### src/rtl/adder_seq_pkg.sv
// Shared types and defaults for the adder operand sequencer.
// Optional build macro: OPERAND_ZEROIZE_EN.
package adder_seq_pkg;

  localparam int CHUNK_W_DEF = 16;
  localparam int OPW_DEF     = 64;
  localparam int ADD_LAT_DEF = 1;
  localparam int BEATS_DEF   = OPW_DEF / CHUNK_W_DEF;

  typedef enum logic [1:0] {
    LOAD_A,
    LOAD_B,
    WAIT,
    RESULT
  } state_e;

  function automatic int cnt_w(input int n);
    return (n > 1) ? $clog2(n) : 1;
  endfunction

  localparam int CNT_W_DEF = cnt_w(BEATS_DEF);

endpackage

### src/rtl/adder_operand_sequencer_chunk_assembler.sv
// Operand register filled one chunk at a time by beat index.
// Optional build macro: OPERAND_ZEROIZE_EN (drives clr_i from the top).
module chunk_assembler #(
  parameter int W  = 64,
  parameter int CW = 16,
  parameter int IW = 2
) (
  input  logic          clk,
  input  logic          rst_n,
  input  logic          clr_i,
  input  logic          we_i,
  input  logic [IW-1:0] idx_i,
  input  logic [CW-1:0] data_i,
  output logic [W-1:0]  q_o
);

  localparam int N = W / CW;

  logic [W-1:0] q_q;

  always_ff @(posedge clk or negedge rst_n) begin
    if (!rst_n) begin
      q_q <= '0;
    end else if (clr_i) begin
      q_q <= '0;
    end else if (we_i) begin
      for (int k = 0; k < N; k++) begin
        if (idx_i == IW'(k)) begin
          q_q[k*CW +: CW] <= data_i;
        end
      end
    end
  end

  assign q_o = q_q;

endmodule

### src/rtl/adder_operand_sequencer.sv
// Feeds chunked operands to an external adder and returns its result.
// Optional build macro: OPERAND_ZEROIZE_EN clears data after result handshake.
module adder_operand_sequencer
  import adder_seq_pkg::*;
#(
  parameter int CHUNK_W = CHUNK_W_DEF,
  parameter int OPW     = OPW_DEF,
  parameter int ADD_LAT = ADD_LAT_DEF
) (
  input  logic               clk,
  input  logic               rst_n,
  input  logic               in_valid,
  output logic               in_ready,
  input  logic [CHUNK_W-1:0] in_data,
  output logic [OPW-1:0]     add_a,
  output logic [OPW-1:0]     add_b,
  input  logic [OPW-1:0]     add_sum,
  input  logic               add_carry,
  output logic               res_valid,
  input  logic               res_ready,
  output logic [OPW-1:0]     res_sum,
  output logic               res_carry,
  output logic               busy
);

  localparam int BEATS = OPW / CHUNK_W;
  localparam int CW    = cnt_w(BEATS);
  localparam int WW    = cnt_w(ADD_LAT + 1);
  localparam logic [CW-1:0] LAST = CW'(BEATS - 1);
  localparam logic [WW-1:0] WEND = WW'(ADD_LAT);

  state_e           state_q;
  logic [CW-1:0]    beat_q;
  logic [WW-1:0]    wcnt_q;
  logic [OPW-1:0]   res_sum_q;
  logic             res_carry_q;
  logic             res_valid_q;
  logic             busy_q;
  logic             a_we;
  logic             b_we;
  logic             res_hs;
  logic             zclr;

  assign in_ready = (state_q == LOAD_A) || (state_q == LOAD_B);
  assign a_we     = (state_q == LOAD_A) && in_valid;
  assign b_we     = (state_q == LOAD_B) && in_valid;
  assign res_hs   = (state_q == RESULT) && res_ready;

`ifdef OPERAND_ZEROIZE_EN
  assign zclr = res_hs;
`else
  assign zclr = 1'b0;
`endif

  chunk_assembler #(
    .W (OPW),
    .CW(CHUNK_W),
    .IW(CW)
  ) u_asm_a (
    .clk   (clk),
    .rst_n (rst_n),
    .clr_i (zclr),
    .we_i  (a_we),
    .idx_i (beat_q),
    .data_i(in_data),
    .q_o   (add_a)
  );

  chunk_assembler #(
    .W (OPW),
    .CW(CHUNK_W),
    .IW(CW)
  ) u_asm_b (
    .clk   (clk),
    .rst_n (rst_n),
    .clr_i (zclr),
    .we_i  (b_we),
    .idx_i (beat_q),
    .data_i(in_data),
    .q_o   (add_b)
  );

  always_ff @(posedge clk or negedge rst_n) begin
    if (!rst_n) begin
      state_q     <= LOAD_A;
      beat_q      <= '0;
      wcnt_q      <= '0;
      res_sum_q   <= '0;
      res_carry_q <= 1'b0;
      res_valid_q <= 1'b0;
      busy_q      <= 1'b0;
    end else begin
      unique case (state_q)
        LOAD_A: begin
          if (in_valid) begin
            if (beat_q == LAST) begin
              beat_q  <= '0;
              state_q <= LOAD_B;
            end else begin
              beat_q <= beat_q + CW'(1);
            end
          end
        end
        LOAD_B: begin
          if (in_valid) begin
            if (beat_q == LAST) begin
              beat_q  <= '0;
              wcnt_q  <= '0;
              busy_q  <= 1'b1;
              state_q <= WAIT;
            end else begin
              beat_q <= beat_q + CW'(1);
            end
          end
        end
        WAIT: begin
          // sample only once the adder pipeline has drained the new operands
          if (wcnt_q == WEND) begin
            res_sum_q   <= add_sum;
            res_carry_q <= add_carry;
            res_valid_q <= 1'b1;
            state_q     <= RESULT;
          end else begin
            wcnt_q <= wcnt_q + WW'(1);
          end
        end
        RESULT: begin
          if (res_ready) begin
            beat_q      <= '0;
            res_valid_q <= 1'b0;
            busy_q      <= 1'b0;
            state_q     <= LOAD_A;
`ifdef OPERAND_ZEROIZE_EN
            res_sum_q   <= '0;
            res_carry_q <= 1'b0;
`endif
          end
        end
        default: state_q <= LOAD_A;
      endcase
    end
  end

  assign res_valid = res_valid_q;
  assign res_sum   = res_sum_q;
  assign res_carry = res_carry_q;
  assign busy      = busy_q;

endmodule
### config.mk
export PLATFORM = sky130hd
export DESIGN_NAME = adder_operand_sequencer
export DESIGN_NICKNAME = d
export VERILOG_FILES = /design/src/rtl/adder_seq_pkg.sv /design/src/rtl/adder_operand_sequencer_chunk_assembler.sv /design/src/rtl/adder_operand_sequencer.sv
export SDC_FILE = /design/constraint.sdc
export NUM_CORES = 1
export LEC_CHECK = 0
export ABC_AREA = 1
export CORE_UTILIZATION = 49
export CTS_BUF_LIST = sky130_fd_sc_hd__clkbuf_8
export DETAILED_ROUTE_END_ITERATION = 8
export PLACE_DENSITY = 0.87
export RECOVER_POWER = 50
export SLEW_MARGIN = 30
export SYNTH_ARGS = -nofsm -noshare
export SYNTH_HDL_FRONTEND = slang
export SYNTH_SLANG_ARGS = --single-unit
### constraint.sdc
create_clock -name clk -period 4.4 [get_ports clk]
set_input_delay 0.88 -clock clk [delete_from_list [all_inputs] [get_ports clk]]
set_output_delay 0.88 -clock clk [all_outputs]
set_load 0.01 [all_outputs]
==> out/metrics.yaml, run 1 <==
switching_share_pct: 34.9
maxSlewHeadroom_pct: -80.4
drv_slew: 178
viasPerCell: 5.17
worst_ep_required_time_ns: 3.52
yosysSeqAreaShare_pct: 66.0
start_util_pct: 50.1
placed_cells: 1074
start_kind: "flip-flop"
grt_pass1_vias: 5594
finalCritPeriodShare_pct: 66.6
setup_tns_ns: 0
grt_pass1_wl_mm: 32.2
p_comb_share_pct: 45.7
root_buffer: "clkbuf_8"
power.density_nw_per_um2: 743
yosys.area_share.xor_xnor_pct: 0
worst_pin_slew_ns: 2.71
num-fill-cells: 1095
cp_data_arrival_time_ns: 2.05
timing.critical_path.from: "state_q[0]$_DFFE_PN0P_"
drtPass1Iterations: 5
synth_fa_ha_area_share_pct: 1.65
tritoncts: "yes"
ys.flop_type: "dfrtp_1"
layout.cells.non_filler: 1106
io-pin-count: 281
post_drt_wl_per_cell_microns: 18.9
die-area_sq_um: 16000
setup_violations: 0
hold_start: "u_asm_a.q_o[4]$_DFFE_PN0P_"
ir_worst_vdd_mv: 0.475
syn_avg_cell_area_sq_um: 12.0
antenna_found_initial: 0
drive_above_1_share_pct: 7.73
worstPathMaxFanout: 5
ys_types: 15
crit_type: "reg2out"
cts_max_path_buffers: 2
fin_skew_ns: 0.0206
p_sw_mw: 2.79
hold_slack_ns: 0.496
cts_resized: 0
synthesis.area_sq_um: 7590
clock_sinks: 200
die_h_microns: 126
coreArea_sq_um: 15100
drt_iter0_drc: 301
max_freq_ghz: 0.341
leakagePower_nw: 4.82
ys_ff_latch: 200
crit_path_end_kind: "output pin"
outcome: "finished, violations left"
syn2layout_area_growth_pct: 41.7
n_antenna_cell: 0
yosys_warnings: 0
cap_violations: 2
yosys.area.top_type: "dfrtp_1"
hold_class: "reg2reg"
synthesis.instances: 633
dpl_worst_slack_ns: 1.40
synth_edf_count: 0
place_hpwl_mm: 14.7
drt-total-wl_mm: 20.9
synth.most_common_cell: "dfrtp_1"
synth_top_family_by_area: "multiplexers"
cts_buffers: 17
setup_ws_ns: 1.47
portBuffers: 280
async_flop_share_pct: 100
intPower_mw: 5.20
timing.rr.start: "state_q[0]$_DFFE_PN0P_"
post_cts_hold_buffer_count: 0
clkPwrFrac_pct: 14.1
period_needed_ns: 2.93
via_count: 5723
synth_compound_area_share_pct: 8.97
grt-ovfl-total: 0
clock_latency_ns: 0.47
globalplace.congestion: 0.751
rows: 45
synth_top_cell_area_share_pct: 66.0
antenna_left: 0
hold_viol: 0
cts_setup_buffers: 0
synth_area_leaders: "dfrtp_1 66%, o21ai_0 8.7%, mux2_4 7.7%"
grt_max_degree: 111
synth.area.mux_share_pct: 11.6
cts_max_level: 4
drc: 0
clk_pin_slew_ns: 0.09
rsz0062_at_grt: "false"
grt.total_usage_pct: 27.1
layout.nets: 1000
synth_fp_nets: 728
synth_common_cells: "200 x dfrtp_1, 148 x nand2_1, 132 x o21ai_0"
violations: "capacitance limit, slew limit"
die_x_microns: 126
synth-simple-area-share_pct: 8.43
p_seq_share_pct: 40.1
==> registers in the layout (all words and copies together), names as in the netlist <==
name and cells:
res_sum 64, u_asm_a.q_o 64, u_asm_b.q_o 64, beat_q 2
state_q 2, busy 1, res_carry 1, res_valid 1
wcnt_q 1
==> path summary, 6_finish.rpt <==
kind                                               end  slack [ns]  cells after the start
min                         u_asm_a.q_o[4]$_DFFE_PN0P_        0.50                      2
min reg2reg                 u_asm_a.q_o[4]$_DFFE_PN0P_        0.50                      2
max reg2reg                    res_sum[35]$_DFFE_PN0P_        1.82                      4
max in group asynchronous      res_sum[30]$_DFFE_PN0P_        1.51                      2
max                                           in_ready        1.47                      4
min in group asynchronous  u_asm_a.q_o[29]$_DFFE_PN0P_        1.21                      1
==> area by class of cell <==
class                           count  area, sq um  area share, %
Timing Repair Buffer              285         2830           26.3
Multi-Input combinational cell    375         2210           20.5
Clock buffer                       18          248           2.30
Clock inverter                     14          133           1.23
Sequential cell                   200         5000           46.5
Tap cell                          188          235           2.19
Inverter                           26         97.6          0.908
==> metrics by stage <==
stage / total power [mW] / cell area [sq um] / utilization, %
finish: 7.99 / 10800 / 71.0
global route: 8.48 / 10800 / 71.0
CTS: 8.27 / 10900 / 72.0
detailed placement: 7.12 / 10500 / 69.5
global placement: 7.00 / 10500 / 69.4
floorplan: 4.91 / 7590 / -
==> per-layer routing <==
metal	global-route usage [%]	wire, microns	vias to the layer above
met5	0	0	-
met4	7.37	335	0
met3	10.4	2110	20
met2	43.6	10100	270
met1	34.5	8330	2798
li1	-	-	2635
==> critical path, stage by stage (launching register included) <==
cell and delay (ns):
dfrtp_1 0.44, inv_1 0.12, ha_1 0.20, or2_2 0.31, clkdlybuf4s50_1 0.52
==> cell families after synthesis <==
| logic type | count (synthesis) |
|---|---|
| flops | 200 |
| simple gates | 165 |
| compound gates | 135 |
| mux | 65 |
| buf+inv | 58 |
| fa+ha+maj | 10 |
==> cells in the final DEF, fill, tap and decap left out <==
| cell | count |
|---|---|
| clkdlybuf4s50_1 | 278 |
| inv_6 | 6 |
| mux2_1 | 38 |
| dlygate4sd3_1 | 1 |
| or2_2 | 2 |
| clkbuf_8 | 18 |
| a21oi_1 | 1 |
| inv_1 | 26 |
| ha_1 | 10 |
| clkbuf_1 | 2 |
| nand3_1 | 7 |
| nand2_2 | 1 |
| buf_4 | 3 |
| o211ai_1 | 2 |
| nand3_2 | 5 |
| clkbuf_2 | 1 |
| nand2_1 | 147 |
| nor2_1 | 3 |
| mux2_2 | 26 |
| clkinv_8 | 2 |
| dfrtp_1 | 200 |
| clkinv_2 | 2 |
| clkinv_4 | 3 |
| inv_8 | 1 |
| mux2_4 | 1 |
| o21ai_0 | 132 |
==> power by group through the flow <==
stage / clock [mW] / combinational, mW / sequential [mW]
4_1_cts: 1.15 / 3.91 / 3.21
6_report: 1.13 / 3.65 / 3.20
2_1_floorplan: 0 / 1.34 / 3.57
5_1_grt: 1.22 / 3.96 / 3.30
3_5_place_dp: 0 / 3.89 / 3.23
3_3_place_gp: 0 / 3.81 / 3.19
(Power assumes the default switching activity.)
==> run 2: changes to the inputs <==
--- a/config.mk
+++ b/config.mk
@@ -6,10 +6,10 @@
 export NUM_CORES = 1
 export LEC_CHECK = 0
 export ABC_AREA = 1
-export CORE_UTILIZATION = 49
+export CORE_UTILIZATION = 41
 export CTS_BUF_LIST = sky130_fd_sc_hd__clkbuf_8
 export DETAILED_ROUTE_END_ITERATION = 8
-export PLACE_DENSITY = 0.87
+export PLACE_DENSITY = 0.78
 export RECOVER_POWER = 50
 export SLEW_MARGIN = 30
 export SYNTH_ARGS = -nofsm -noshare
==> constraint.sdc (replaced) <==
create_clock -name clk -period 2.6 [get_ports clk]
set_input_delay 0.52 -clock clk [delete_from_list [all_inputs] [get_ports clk]]
set_output_delay 0.52 -clock clk [all_outputs]
set_load 0.01 [all_outputs]
==> run 2 against run 1 <==
Die area rose by 19%. Sequential power rose by 69%. Largest cell class unchanged. Highest routed layer unchanged. The flow now finishes without violations. Core utilization fell by 9.8 points. Global-route usage fell by 4.7 points. Via count fell by 1.6%.
==> out/metrics.yaml, run 2 (synthesis gave the netlist of run 1 again) <==
start_kind: "flip-flop"
clkPwrFrac_pct: 13.9  # -0.2 points
p_seq_share_pct: 38.9  # -1.2 points
ir_worst_vdd_mv: 0.784  # +65%
drt_iter0_drc: 314  # +4.3%
post_drt_wl_per_cell_microns: 17.7  # -6.2%
final_core_util_pct: 61.2  # -9.8 points
drv_slew: 0  # -100%
hold_start: "u_asm_a.q_o[2]$_DFFE_PN0P_"
clock_latency_ns: 0.46  # about the same
tritoncts: "yes"
period_needed_ns: 2.48
num-fill-cells: 1490  # +36%
drt-total-wl_mm: 20.5  # -1.9%
root_buffer: "clkbuf_8"
syn2layout_area_growth_pct: 45.4
reg2regPathDepth: 5  # +1
max_freq_ghz: 0.403
grt_max_degree: 70  # -37%
start_util_pct: 42.1  # -8.0 points
place_hpwl_mm: 14.8  # +0.90%
n_antenna_cell: 0  # unchanged
antenna_left: 0  # unchanged
clk_pin_slew_ns: 0.10  # about the same
setup_tns_ns: 0  # unchanged
worst_pin_slew_ns: 1.42  # -1.29 ns
power.density_nw_per_um2: 1260  # +70%
portBuffers: 280  # unchanged
via_count: 5630  # -1.6%
coreArea_sq_um: 18000  # +19%
min_to: "u_asm_a.q_o[2]$_DFFE_PN0P_"
intPower_mw: 9.14  # +76%
finalCritPeriodShare_pct: 95.5
maxSlewHeadroom_pct: 5.54  # +86 points
cts_max_path_buffers: 2  # unchanged
p_comb_share_pct: 47.3  # +1.6 points
worst_ep_required_time_ns: 2.08  # -1.44 ns
worst-path-buf-inv: 2  # unchanged
drive_above_1_share_pct: 11.7  # +4.0 points
drtPass1Iterations: 5  # unchanged
die-area_sq_um: 19100  # +19%
switching_share_pct: 34.4  # -0.54 points
outcome: "finished, final reports clean"
rows: 49  # +8.9%
r2r_slack_ns: 0.26  # -1.56 ns
hold_slack_ns: 0.494  # -0.00192 ns
grt-ovfl-total: 0  # unchanged
multi_input_area_sq_um: 2310  # +4.7%
io-pin-count: 281  # unchanged
r2r_end: "res_sum[17]$_DFFE_PN0P_"
cap_violations: 0  # -2
grt.total_usage_pct: 22.5  # -4.7 points
antenna_found_initial: 0  # unchanged
crit_path_end_kind: "output pin"
drc: 0  # unchanged
final_common_cell: "clkdlybuf4s50_1"
min_path_cells: 2  # unchanged
setup_violations: 0  # unchanged
place_area_sq_um: 10700  # +1.4%
area.sequential_sq_um: 5010  # about the same
clock_sinks: 200  # unchanged
crit_slowest_cell: "clkdlybuf4s50_1"
viasPerCell: 4.87  # -6.0%
layout.nets: 1010  # +1.0%
cp_cell_sequence: "inv_1 -> ha_1 -> or2_2 -> clkdlybuf4s50_1"
cts_buffers: 17  # unchanged
cp_top_family: "buffers and inverters"
hold_class: "reg2reg"
worstPathMaxFanout: 4  # -1
globalplace.congestion: 0.783  # +4.3%
die_x_microns: 138  # +9.2%
hold_viol: 0  # unchanged
p_total_mw: 13.9  # +74%
cts_max_level: 4  # unchanged
leakagePower_nw: 5.04  # +4.6%
final_cell_mix: "279 x clkdlybuf4s50_1, 199 x dfrtp_1, 148 x nand2_1"
grt_pass1_vias: 5796  # +3.6%
grt_pass1_wl_mm: 33.2  # +2.9%
max_stage_delay_ns: 0.50  # -0.02 ns
cp_data_arrival_time_ns: 1.96  # -0.09 ns
crit_type: "reg2out"
fin_area_sq_um: 11000  # +2.6%
p_sw_mw: 4.78  # +72%
die_h_microns: 138  # +9.2%
fin_skew_ns: 0.0236  # +0.00304 ns
timing.rr.start: "state_q[0]$_DFFE_PN0P_"
rsz0062_at_grt: "false"
cp.depth: 4  # unchanged
==> run 2: layer usage <==
layer,vias to the layer above,wire [microns],track usage (%)
li1,2652,-,-
met1,2732,8230,27.3
met2,226,10200,37.8
met3,20,1780,8.31
met4,0,222,5.44
met5,-,0,0
==> run 2: cell type report <==
class | instances | area share [%]
Sequential cell | 200 | 45.4
Clock inverter | 15 | 1.45
Clock buffer | 17 | 2.12
Multi-Input combinational cell | 375 | 21.0
Inverter | 26 | 0.884
Tap cell | 229 | 2.60
Timing Repair Buffer | 295 | 26.6
==> run 2: timing repair <==
action,in CTS,in global routing
gates resized for setup,0,1
hold endpoints to repair,10,0
setup buffers,0,1
endpoints found under the setup margin,0,1
hold buffers,1,0
==> run 2: worst max path at each step <==
stage	from	to	slack [ns]
global placement	in_valid	u_asm_a.q_o[20]$_DFFE_PN0P_	0.56
CTS	state_q[0]$_DFFE_PN0P_	in_ready	0.04
global route	state_q[0]$_DFFE_PN0P_	in_ready	0.02
detailed placement	in_valid	u_asm_a.q_o[20]$_DFFE_PN0P_	0.51
floorplan	state_q[0]$_DFFE_PN0P_	res_sum[24]$_DFFE_PN0P_	1.05
finish	state_q[0]$_DFFE_PN0P_	in_ready	0.12
==> run 2: metrics by stage <==
step | cells | setup WS, ns
floorplan | 633 | 1.05
detailed placement | 1123 | 0.505
finish | 1157 | 0.118
global route | 1157 | 0.0191
global placement | 1123 | 0.563
CTS | 1156 | 0.0409
==> run 2: tightest hold or removal path, cell delays in order (launching register included) <==
cell,delay [ns]
dfrtp_1,0.36
nand2_1,0.05
o21ai_0,0.06
==> run 2: power groups by stage <==
stage | Clock [mW] | Sequential, mW | Combinational, mW
finish | 1.93 | 5.41 | 6.58
global route | 2.11 | 5.60 | 7.11
CTS | 2.00 | 5.42 | 6.69
detailed placement | 0 | 5.45 | 6.66
global placement | 0 | 5.38 | 6.54
floorplan | 0 | 6.05 | 2.27
